<file path="config.mk">
export PLATFORM = sky130hd
export DESIGN_NAME = lc3_pipe_controller_flat
export DESIGN_NICKNAME = d
export VERILOG_FILES = /design/src/rtl/lc3_pipe_controller_if.sv /design/src/rtl/lc3_pipe_controller.sv /design/src/flat_wrapper.sv
export SDC_FILE = /design/constraint.sdc
export NUM_CORES = 1
export LEC_CHECK = 0
export CORE_ASPECT_RATIO = 0.75
export CORE_UTILIZATION = 35
export CTS_CLUSTER_SIZE = 12
export DETAILED_ROUTE_END_ITERATION = 8
export PLACE_DENSITY = 0.76
export SYNTH_ARGS = -nofsm -noshare
export SYNTH_HDL_FRONTEND = slang
export SYNTH_SLANG_ARGS = --single-unit
export TNS_END_PERCENT = 100
</file>
<file path="constraint.sdc">
create_clock -name clock -period 1.8 [get_ports clock]
set_clock_uncertainty 0.2 [all_clocks]
set_input_delay 0.27 -clock clock [delete_from_list [all_inputs] [get_ports clock]]
set_output_delay 0.27 -clock clock [all_outputs]
set_load 0.01 [all_outputs]
</file>
<file path="src/rtl/lc3_pipe_controller_if.sv">
// Signal bundle between the LC-3 pipeline controller (master) and the stages/memory port it steers (slave).
interface lc3_pipe_controller_if;
   logic        complete_data;
   logic        complete_instr;
   logic [15:0] IR;
   logic [15:0] IR_Exec;
   logic [2:0]  NZP;
   logic        enable_updatePC;
   logic        enable_fetch;
   logic        enable_decode;
   logic        enable_execute;
   logic        enable_writeback;
   logic        br_taken;
   logic [1:0]  mem_state;
   logic        bypass_alu_1;
   logic        bypass_alu_2;

   modport master (
      input  complete_data, complete_instr, IR, IR_Exec, NZP,
      output enable_updatePC, enable_fetch, enable_decode, enable_execute, enable_writeback,
      output br_taken, mem_state, bypass_alu_1, bypass_alu_2
   );

   modport slave (
      output complete_data, complete_instr, IR, IR_Exec, NZP,
      input  enable_updatePC, enable_fetch, enable_decode, enable_execute, enable_writeback,
      input  br_taken, mem_state, bypass_alu_1, bypass_alu_2
   );
endinterface

</file>
<file path="src/rtl/lc3_pipe_controller.sv">
// LC-3 five-stage pipeline controller: stage enables, memory-access FSM, control stall, operand bypass.
// Build option LC3_CTRL_BYPASS_EN: forward ALU results; when undefined, dependences insert one bubble.
module lc3_pipe_controller (
   input logic                   clock,
   input logic                   reset,
   lc3_pipe_controller_if.master pipe
);
   typedef enum logic [1:0] {
      MEM_READ  = 2'd0,
      MEM_IND   = 2'd1,
      MEM_WRITE = 2'd2,
      MEM_IDLE  = 2'd3
   } mem_state_t;

   localparam logic [3:0] OP_BR  = 4'b0000;
   localparam logic [3:0] OP_ADD = 4'b0001;
   localparam logic [3:0] OP_LD  = 4'b0010;
   localparam logic [3:0] OP_ST  = 4'b0011;
   localparam logic [3:0] OP_AND = 4'b0101;
   localparam logic [3:0] OP_LDR = 4'b0110;
   localparam logic [3:0] OP_STR = 4'b0111;
   localparam logic [3:0] OP_NOT = 4'b1001;
   localparam logic [3:0] OP_LDI = 4'b1010;
   localparam logic [3:0] OP_STI = 4'b1011;
   localparam logic [3:0] OP_JMP = 4'b1100;

   function automatic logic is_alu(input logic [3:0] op);
      return (op == OP_ADD) || (op == OP_AND) || (op == OP_NOT);
   endfunction

   function automatic logic is_mem(input logic [3:0] op);
      return (op == OP_LD) || (op == OP_LDR) || (op == OP_LDI) ||
             (op == OP_ST) || (op == OP_STR) || (op == OP_STI);
   endfunction

   mem_state_t state, state_nxt;
   logic       load_op, load_op_nxt;
   logic       mem_done, mem_done_nxt;
   logic       mem_busy;
   logic [2:0] ramp, ramp_nxt;
   logic [1:0] cs, cs_nxt;
   logic       en_pc_nxt, en_fetch_nxt, en_dec_nxt, en_exe_nxt, en_wb_nxt;
   logic [3:0] op_d, op_x;
   logic [2:0] dr_x;
   logic       dep_ok, dep_1, dep_2, hazard;
   logic       unused_bits;

   assign op_d = pipe.IR[15:12];
   assign op_x = pipe.IR_Exec[15:12];
   assign dr_x = pipe.IR_Exec[11:9];
   assign unused_bits = ^{pipe.IR[11:9], pipe.IR[4:3], pipe.IR_Exec[8:0]};

   assign dep_ok = pipe.enable_execute && is_alu(op_x) &&
                   (is_alu(op_d) || (op_d == OP_LDR) || (op_d == OP_STR));
   assign dep_1  = dep_ok && (pipe.IR[8:6] == dr_x);
   assign dep_2  = dep_ok && is_alu(op_d) && !pipe.IR[5] && (pipe.IR[2:0] == dr_x);

`ifdef LC3_CTRL_BYPASS_EN
   assign pipe.bypass_alu_1 = dep_1;
   assign pipe.bypass_alu_2 = dep_2;
   assign hazard            = 1'b0;
`else
   assign pipe.bypass_alu_1 = 1'b0;
   assign pipe.bypass_alu_2 = 1'b0;
   assign hazard            = dep_1 || dep_2;
`endif

   assign pipe.br_taken = pipe.enable_updatePC && (cs == 2'd1) &&
                          ((op_x == OP_JMP) || ((op_x == OP_BR) && |(dr_x & pipe.NZP)));
   assign pipe.mem_state = state;

   always_comb begin
      state_nxt   = state;
      load_op_nxt = load_op;
      case (state)
         MEM_IDLE: begin
            // complete_data is deliberately ignored while idle
            if (pipe.enable_execute && is_mem(op_x)) begin
               load_op_nxt = (op_x == OP_LD) || (op_x == OP_LDR) || (op_x == OP_LDI);
               if ((op_x == OP_LD) || (op_x == OP_LDR))      state_nxt = MEM_READ;
               else if ((op_x == OP_ST) || (op_x == OP_STR)) state_nxt = MEM_WRITE;
               else                                          state_nxt = MEM_IND;
            end
         end
         MEM_IND:  if (pipe.complete_data) state_nxt = load_op ? MEM_READ : MEM_WRITE;
         default:  if (pipe.complete_data) state_nxt = MEM_IDLE;
      endcase

      mem_busy     = (state != MEM_IDLE) || (state_nxt != MEM_IDLE);
      mem_done_nxt = (state != MEM_IDLE) && (state_nxt == MEM_IDLE);
      ramp_nxt     = (!mem_busy && (ramp != 3'd4)) ? ramp + 3'd1 : ramp;

      if (state != MEM_IDLE)                                     cs_nxt = cs;
      else if (cs != 2'd0)                                       cs_nxt = cs - 2'd1;
      else if (pipe.enable_decode && ((op_d == OP_BR) || (op_d == OP_JMP))) cs_nxt = 2'd3;
      else                                                       cs_nxt = 2'd0;

      en_pc_nxt    = (ramp_nxt >= 3'd1);
      en_fetch_nxt = (ramp_nxt >= 3'd1);
      en_dec_nxt   = (ramp_nxt >= 3'd2);
      en_exe_nxt   = (ramp_nxt >= 3'd3);
      en_wb_nxt    = (ramp_nxt >= 3'd4);

      if (!pipe.complete_instr) begin
         en_pc_nxt    = 1'b0;
         en_fetch_nxt = 1'b0;
         en_dec_nxt   = 1'b0;
      end
      if (cs_nxt[1]) begin
         en_pc_nxt    = 1'b0;
         en_fetch_nxt = 1'b0;
      end
      if (cs_nxt != 2'd0) en_dec_nxt = 1'b0;
      if (cs_nxt == 2'd1) en_pc_nxt  = 1'b1;
      if (hazard) begin
         en_pc_nxt    = 1'b0;
         en_fetch_nxt = 1'b0;
         en_dec_nxt   = 1'b0;
         en_exe_nxt   = 1'b0;
      end
      // first cycle after a memory sequence: writeback only for loads
      if (mem_done) en_wb_nxt = load_op;
      if (mem_busy) begin
         en_pc_nxt    = 1'b0;
         en_fetch_nxt = 1'b0;
         en_dec_nxt   = 1'b0;
         en_exe_nxt   = 1'b0;
         en_wb_nxt    = 1'b0;
      end
   end

   always_ff @(posedge clock) begin
      if (!reset) begin
         state                 <= MEM_IDLE;
         load_op               <= 1'b0;
         mem_done              <= 1'b0;
         ramp                  <= 3'd0;
         cs                    <= 2'd0;
         pipe.enable_updatePC  <= 1'b0;
         pipe.enable_fetch     <= 1'b0;
         pipe.enable_decode    <= 1'b0;
         pipe.enable_execute   <= 1'b0;
         pipe.enable_writeback <= 1'b0;
      end else begin
         state                 <= state_nxt;
         load_op               <= load_op_nxt;
         mem_done              <= mem_done_nxt;
         ramp                  <= ramp_nxt;
         cs                    <= cs_nxt;
         pipe.enable_updatePC  <= en_pc_nxt;
         pipe.enable_fetch     <= en_fetch_nxt;
         pipe.enable_decode    <= en_dec_nxt;
         pipe.enable_execute   <= en_exe_nxt;
         pipe.enable_writeback <= en_wb_nxt;
      end
   end
endmodule

</file>
<file path="src/flat_wrapper.sv">
// flat-port wrapper written by rule: the top's interface ports become plain ports
module lc3_pipe_controller_flat 
  (clock, reset, pipe_complete_data, pipe_complete_instr, pipe_IR, pipe_IR_Exec, pipe_NZP, pipe_enable_updatePC, pipe_enable_fetch, pipe_enable_decode, pipe_enable_execute, pipe_enable_writeback, pipe_br_taken, pipe_mem_state, pipe_bypass_alu_1, pipe_bypass_alu_2);
  lc3_pipe_controller_if pipe_i ();
  input logic clock;
  input logic reset;
  input wire logic [$bits(pipe_i.complete_data)-1:0] pipe_complete_data;
  input wire logic [$bits(pipe_i.complete_instr)-1:0] pipe_complete_instr;
  input wire logic [$bits(pipe_i.IR)-1:0] pipe_IR;
  input wire logic [$bits(pipe_i.IR_Exec)-1:0] pipe_IR_Exec;
  input wire logic [$bits(pipe_i.NZP)-1:0] pipe_NZP;
  output wire logic [$bits(pipe_i.enable_updatePC)-1:0] pipe_enable_updatePC;
  output wire logic [$bits(pipe_i.enable_fetch)-1:0] pipe_enable_fetch;
  output wire logic [$bits(pipe_i.enable_decode)-1:0] pipe_enable_decode;
  output wire logic [$bits(pipe_i.enable_execute)-1:0] pipe_enable_execute;
  output wire logic [$bits(pipe_i.enable_writeback)-1:0] pipe_enable_writeback;
  output wire logic [$bits(pipe_i.br_taken)-1:0] pipe_br_taken;
  output wire logic [$bits(pipe_i.mem_state)-1:0] pipe_mem_state;
  output wire logic [$bits(pipe_i.bypass_alu_1)-1:0] pipe_bypass_alu_1;
  output wire logic [$bits(pipe_i.bypass_alu_2)-1:0] pipe_bypass_alu_2;
  assign pipe_i.complete_data = pipe_complete_data;
  assign pipe_i.complete_instr = pipe_complete_instr;
  assign pipe_i.IR = pipe_IR;
  assign pipe_i.IR_Exec = pipe_IR_Exec;
  assign pipe_i.NZP = pipe_NZP;
  assign pipe_enable_updatePC = pipe_i.enable_updatePC;
  assign pipe_enable_fetch = pipe_i.enable_fetch;
  assign pipe_enable_decode = pipe_i.enable_decode;
  assign pipe_enable_execute = pipe_i.enable_execute;
  assign pipe_enable_writeback = pipe_i.enable_writeback;
  assign pipe_br_taken = pipe_i.br_taken;
  assign pipe_mem_state = pipe_i.mem_state;
  assign pipe_bypass_alu_1 = pipe_i.bypass_alu_1;
  assign pipe_bypass_alu_2 = pipe_i.bypass_alu_2;
  lc3_pipe_controller u_core (.clock(clock), .reset(reset), .pipe(pipe_i));
endmodule
</file>
### Yosys cells after proc, flatten, opt, wreduce, memory -nomap -nowiden

Index checks and enable logic that the tools add are counted.

* flip-flop bits (word level): 14
* output and inout bits: 10
* word-level logic and storage cells: 100
* bits of input ports: 39

* $lt $le $gt $ge: 4
* reductions and logical operators: 40
* bitwise operators: 3
* add/sub/neg operators: 2
* equality and inequality tests: 26
* muxes and demuxes: 15

Operators with widths (count)
* equality test 4 x 3 -> 1 bit, second input constant: 6
* equality test 4 bit, second input constant: 6
* 2-to-1 mux 2 bit: 9
* logical OR 1 bit: 16
* logical AND 1 bit: 13
* equality test 4 x 1 -> 1 bit, second input constant: 2
* equality test 4 x 2 -> 1 bit, second input constant: 2
* zero test 4 bit: 2
* equality test 2 x 1 -> 1 bit, second input constant: 3
* equality test 3 bit: 2
* >= comparator 3 x 2 -> 1 bit, second input constant: 2
* OR reduction 3 bit: 2
* OR reduction 5 bit: 1
* equality test 2 bit, second input constant: 2
* 2-to-1 mux 1 bit: 4
* inequality test 2 bit, second input constant: 2
* one-hot mux 2 bit (2 select lines): 1
* nonzero test 2 bit: 2
* adder 3 x 1 -> 3 bit, second input constant: 1
* bitwise AND 3 bit: 1
* >= comparator 3 x 1 -> 1 bit, second input constant: 1
* >= comparator 3 bit, second input constant: 1
* 2-to-1 mux 3 bit: 1
* inequality test 3 bit, second input constant: 1
* 5 further kinds: 7

### Longest topological paths before layout

* depth in word-level cells: 18
* mapped depth: 6
* gate-level depth less buffers: 6

### Worst setup path before layout

OpenSTA, ideal clock, no wires.

* kind: reg-to-reg
* start point: register u_core.ramp[0]
* end point: register u_core.pipe.enable_writeback
* clock period less this slack: 1.948 ns
* required time: 1.484 ns
* buffers on the path: 0
* arrival time: 1.631 ns
* setup time: 0.116 ns
* setup slack: -0.148 ns
* stages on the path, launching flop included: 7
* path through: dfxtp_1 > inv_1 > ha_1 > a211oi_2 > nand3_1 > xnor2_1 > o211a_1

* longest elaborated chain between the ends: 5
* elaborated cells on any way between the ends: 6
* those cells by class: 1 x add/sub; 1 x order compare; 1 x eq/ne; 2 x mux; 1 x reduce/logical

RTL lines
* start, declared: line lc3_pipe_controller.sv:40 `logic [2:0] ramp, ramp_nxt;`
* start signal, assigned: line lc3_pipe_controller.sv:148 `ramp <= ramp_nxt;`
* branches (longest 2 deep; another with adder 3 x 1 -> 3 bit)
* 2-to-1 mux 3 bit (*): line lc3_pipe_controller.sv:91 `ramp_nxt = (!mem_busy && (ramp != 3'd4)) ? ramp + 3'd1 : ramp;`
* >= comparator 3 bit (*): line lc3_pipe_controller.sv:102 `en_wb_nxt = (ramp_nxt >= 3'd4);`
* 2-to-1 mux 1 bit (*): line lc3_pipe_controller.sv:122 `if (mem_done) en_wb_nxt = load_op;`
* end signal, assigned: line lc3_pipe_controller.sv:154 `pipe.enable_writeback <= en_wb_nxt;`
* end, declared: line lc3_pipe_controller_if.sv:20 `output enable_updatePC, enable_fetch, enable_decode, enable_execute, enable_writeback,`

Mark *: on every way between the ends.
A chain may end at the register's enable or synchronous reset.

### Final worst setup path

* start point: input pipe_IR_Exec[14]
* end point: register u_core.pipe.enable_fetch

* longest elaborated chain between the ends: 17
* elaborated cells on any way between the ends: 38
* those cells by class: 1 x order compare; 10 x eq/ne; 7 x mux; 20 x reduce/logical

RTL lines
* start, declared: line flat_wrapper.sv:10 `input wire logic [$bits(pipe_i.IR_Exec)-1:0] pipe_IR_Exec;`
* equality test 4 x 2 -> 1 bit or equality test 4 x 3 -> 1 bit (tied branches): line lc3_pipe_controller.sv:32, lc3_pipe_controller.sv:80
* logical OR 1 bit: line lc3_pipe_controller.sv:32, lc3_pipe_controller.sv:80
* logical OR 1 bit (2 in a row): line lc3_pipe_controller.sv:32 `return (op == OP_LD) || (op == OP_LDR) || (op == OP_LDI) ||`
* logical OR 1 bit (2 in a row): line lc3_pipe_controller.sv:33 `(op == OP_ST) || (op == OP_STR) || (op == OP_STI);`
* logical AND 1 bit: line lc3_pipe_controller.sv:78 `if (pipe.enable_execute && is_mem(op_x)) begin`
* 2-to-1 mux 2 bit: line lc3_pipe_controller.sv:78
* one-hot mux 2 bit (2 select lines): line lc3_pipe_controller.sv:75 `case (state)`
* inequality test 2 bit: line lc3_pipe_controller.sv:89 `mem_busy = (state != MEM_IDLE) || (state_nxt != MEM_IDLE);`
* logical OR 1 bit: line lc3_pipe_controller.sv:89
* zero test 1 bit: line lc3_pipe_controller.sv:91
* logical AND 1 bit: line lc3_pipe_controller.sv:91
* 2-to-1 mux 3 bit: line lc3_pipe_controller.sv:91
* >= comparator 3 x 1 -> 1 bit: line lc3_pipe_controller.sv:99 `en_fetch_nxt = (ramp_nxt >= 3'd1);`
* 2-to-1 mux 1 bit (2 in a row)
* end signal, assigned: line lc3_pipe_controller.sv:151 `pipe.enable_fetch <= en_fetch_nxt;`
* end, declared: line lc3_pipe_controller_if.sv:20

Parallel ways exist; a longest one is shown, timed or not.

==> results.cfg <==
[logic_synthesis]
syn_avg_cell_area_um2 = 8.65
async_flop_share_pct = 0
syn_inst = 107
yosysSeqAreaShare_pct = 30.3
yosysTopAreaCell = dfxtp_1
yosys-top-cells-area = dfxtp_1 (30%), xnor2_1 (5.7%), nand2_1 (4.5%), nor3_1 (3.8%), xor2_1 (3.8%)
synthFlopType = dfxtp_1
ys_seq_elements = 14
synth.top_cell.area_share_pct = 30.3
synth_edf_count = 0
ys_types = 45
netlist_area_um2 = 926
yosys_warnings = 0

[worst_setup_path]
worstSetupPathType = primary input to flip-flop
endpoint_kind = flip-flop
critical_path_arrival_ns = 1.79
critPathMaxFanout = 6
path_buf_inv = 2
required_ns = 1.77
worst_path_max_delay_cell = or4_4
max_stage_delay_ns = 0.57
cp.depth = 7
cp_cell_sequence = dlygate4sd2_1, and2_4, or4_4, buf_4, and3_2, o221ai_2, nor4_1
rr_worst_depth = 6
cp-start-kind = primary input
critPathTopFamily = simple AND/OR/NAND/NOR gates

[final_layout]
layout_common_cells = buf_4 (26), clkdlybuf4s50_1 (21), dfxtp_1 (10)
nets = 207
layout_commonest_cell = buf_4
multi_input_area_um2 = 649
final_area_um2 = 1540
layout-drive-gt1-share_pct = 32.1
antenna_cells = 0
fillCellCount = 190
seq_area_um2 = 285
syn2layout_area_growth_pct = 65.9

[route]
wl_per_cell_um = 13.1
vias = 982
via_per_inst = 4.93
drt_first_pass_iters = 4
drtIter0Drc = 30
routed_wl_mm = 2.61
drc = 0
drtAntennaViolNets = 0

[sta]
finalSetupViolCount = 5
rsz0062_at_grt = true
post-route-period-util_pct = 101
finalMaxSlewViolations = 0
maxClockFrequency_mhz = 549
hold_viol_final = 0
whs_ns = 0.305
fin_ws_ns = -0.0218
period_needed_ns = 1.82

[floorplanning]
rows = 15
fp.dieW_um = 61.4
fp.dieH_um = 46.5
core_um2 = 2400
die_area_um2 = 2860
ios = 49
initial_core_util_pct = 38.5

[global_route]
first_global_vias = 900
antenna_found_initial = 0
track_usage_pct = 18.2
overflow = 0
grt_pass1_wl_mm = 3.71
grt_max_degree = 10

[power]
power.internal_mw = 1.06
switching_share_pct = 35.8
power.switching_mw = 0.592
combPwrFrac_pct = 59.5
p_clk_share_pct = 13.7
p_per_area_nw_per_um2 = 1080
vdd_ir_drop_max_mv = 0.784
leakage_nw = 0.699
seqPwrFrac_pct = 26.8

[clock_tree]
path_clk_slew_ns = 0.09
cts_tree = yes
worstSkewPairLatency_ns = 0.28
holdBufCountCts = 0
cts_buffer_depth = 2
clock-root-buffer = clkbuf_4
cts_buffers = 3
htreeDepth = 1
clkSinkCount = 14

[placement]
dp_hpwl_mm = 2.04
gp_congestion = 0.872
portBuffers = 32
place_area_um2 = 1430

[outcome]
failed_checks = setup timing
status = finished, violations left

[job]
cap_violations = 0

[min_path]
holdPathStages = 4
hold_class = primary input to flip-flop
==> cells by family after synthesis <==
kind of cell | synth area share (%)
buf+inv | 5.00
fa+ha+maj | 2.70
xor+xnor | 9.46
other cells | 0.405
flops | 30.3
mux | 2.16
compound gates | 18.4
simple gates | 31.6
==> layer usage <==
| metal | GRT usage [%] | wire length, um |
|---|---|---|
| met5 | 0 | 0 |
| met4 | 4.00 | 0 |
| met3 | 5.90 | 212 |
| met2 | 32.8 | 1220 |
| met1 | 21.1 | 1180 |
==> cell usage after synthesis, types with 2 or more instances <==
cell / number
inv_1: 3
nor4_1: 3
nand2_1: 11
and2_1: 3
nor2b_1: 5
nor3_1: 7
o211a_1: 2
xnor2_1: 6
nand3_1: 3
dfxtp_1: 14
o21ai_0: 2
nand2b_1: 2
mux2i_1: 2
nor2_1: 4
buf_4: 2
a21oi_1: 4
xor2_1: 4
ha_1: 2
o31ai_1: 2
==> repair_timing <==
action,4_1_cts,5_1_grt
setup endpoints to repair,9,8
pin swaps,9,9
setup buffers,2,2
gates cloned,0,0
resized for setup,18,11
==> worst register-to-register path, cell delays in order (launching register included) <==
cell      delay [ns]
dfxtp_2         0.36
nand2_2         0.06
or4_4           0.54
buf_4           0.18
and3_2          0.20
o221ai_2        0.09
nor4_1          0.08
==> final cells by class <==
| type | count | area share, % |
|---|---|---|
| repair buffers | 58 | 33.3 |
| inverters | 3 | 0.733 |
| clock buffers | 4 | 2.36 |
| flip-flops and latches | 14 | 18.6 |
| well taps | 34 | 2.77 |
| multi-input cells | 86 | 42.3 |
==> path summary, 6_finish.rpt <==
| kind | endpoint | from | slack, ns |
|---|---|---|---|
| max | u_core.pipe.enable_fetch | pipe_IR_Exec[14] | -0.02 |
| max reg2reg | u_core.pipe.enable_fetch | u_core.pipe.enable_execute | -0.01 |
| min reg2reg | u_core.pipe.enable_writeback | u_core.mem_done | 0.31 |
| min | u_core.load_op | pipe_IR_Exec[12] | 0.30 |
==> stage by stage <==
step	power, mW	TNS [ns]	util, %	setup WS, ns	cells
after floorplan	0.989	-0.208	-	-0.0770	108
after global placement	1.33	-5.07	59.7	-0.577	191
after detailed placement	1.35	-5.59	59.7	-0.633	191
after CTS	1.61	-0.303	62.3	-0.0815	197
after global routing	1.76	-0.280	64.0	-0.0590	199
final	1.65	-0.0649	64.0	-0.0218	199
==> power by group through the flow <==
stage / clock network, mW / registers (mW) / logic (mW)
finish: 0.226 / 0.444 / 0.983
global route: 0.250 / 0.453 / 1.06
CTS: 0.231 / 0.442 / 0.935
detailed placement: 0 / 0.445 / 0.909
global placement: 0 / 0.443 / 0.883
floorplan: 0 / 0.482 / 0.508
==> sequential cells by signal (all words and copies together) (netlist names) <==
name	cells
u_core.load_op	1
u_core.pipe.enable_execute	1
u_core.pipe.enable_writeback	1
u_core.pipe.mem_state	2
u_core.mem_done	1
u_core.pipe.enable_decode	1
u_core.pipe.enable_fetch	1
u_core.ramp	3
u_core.pipe.enable_updatePC	1
u_core.cs	2
No activity file was read; power rests on OpenSTA's default activity.
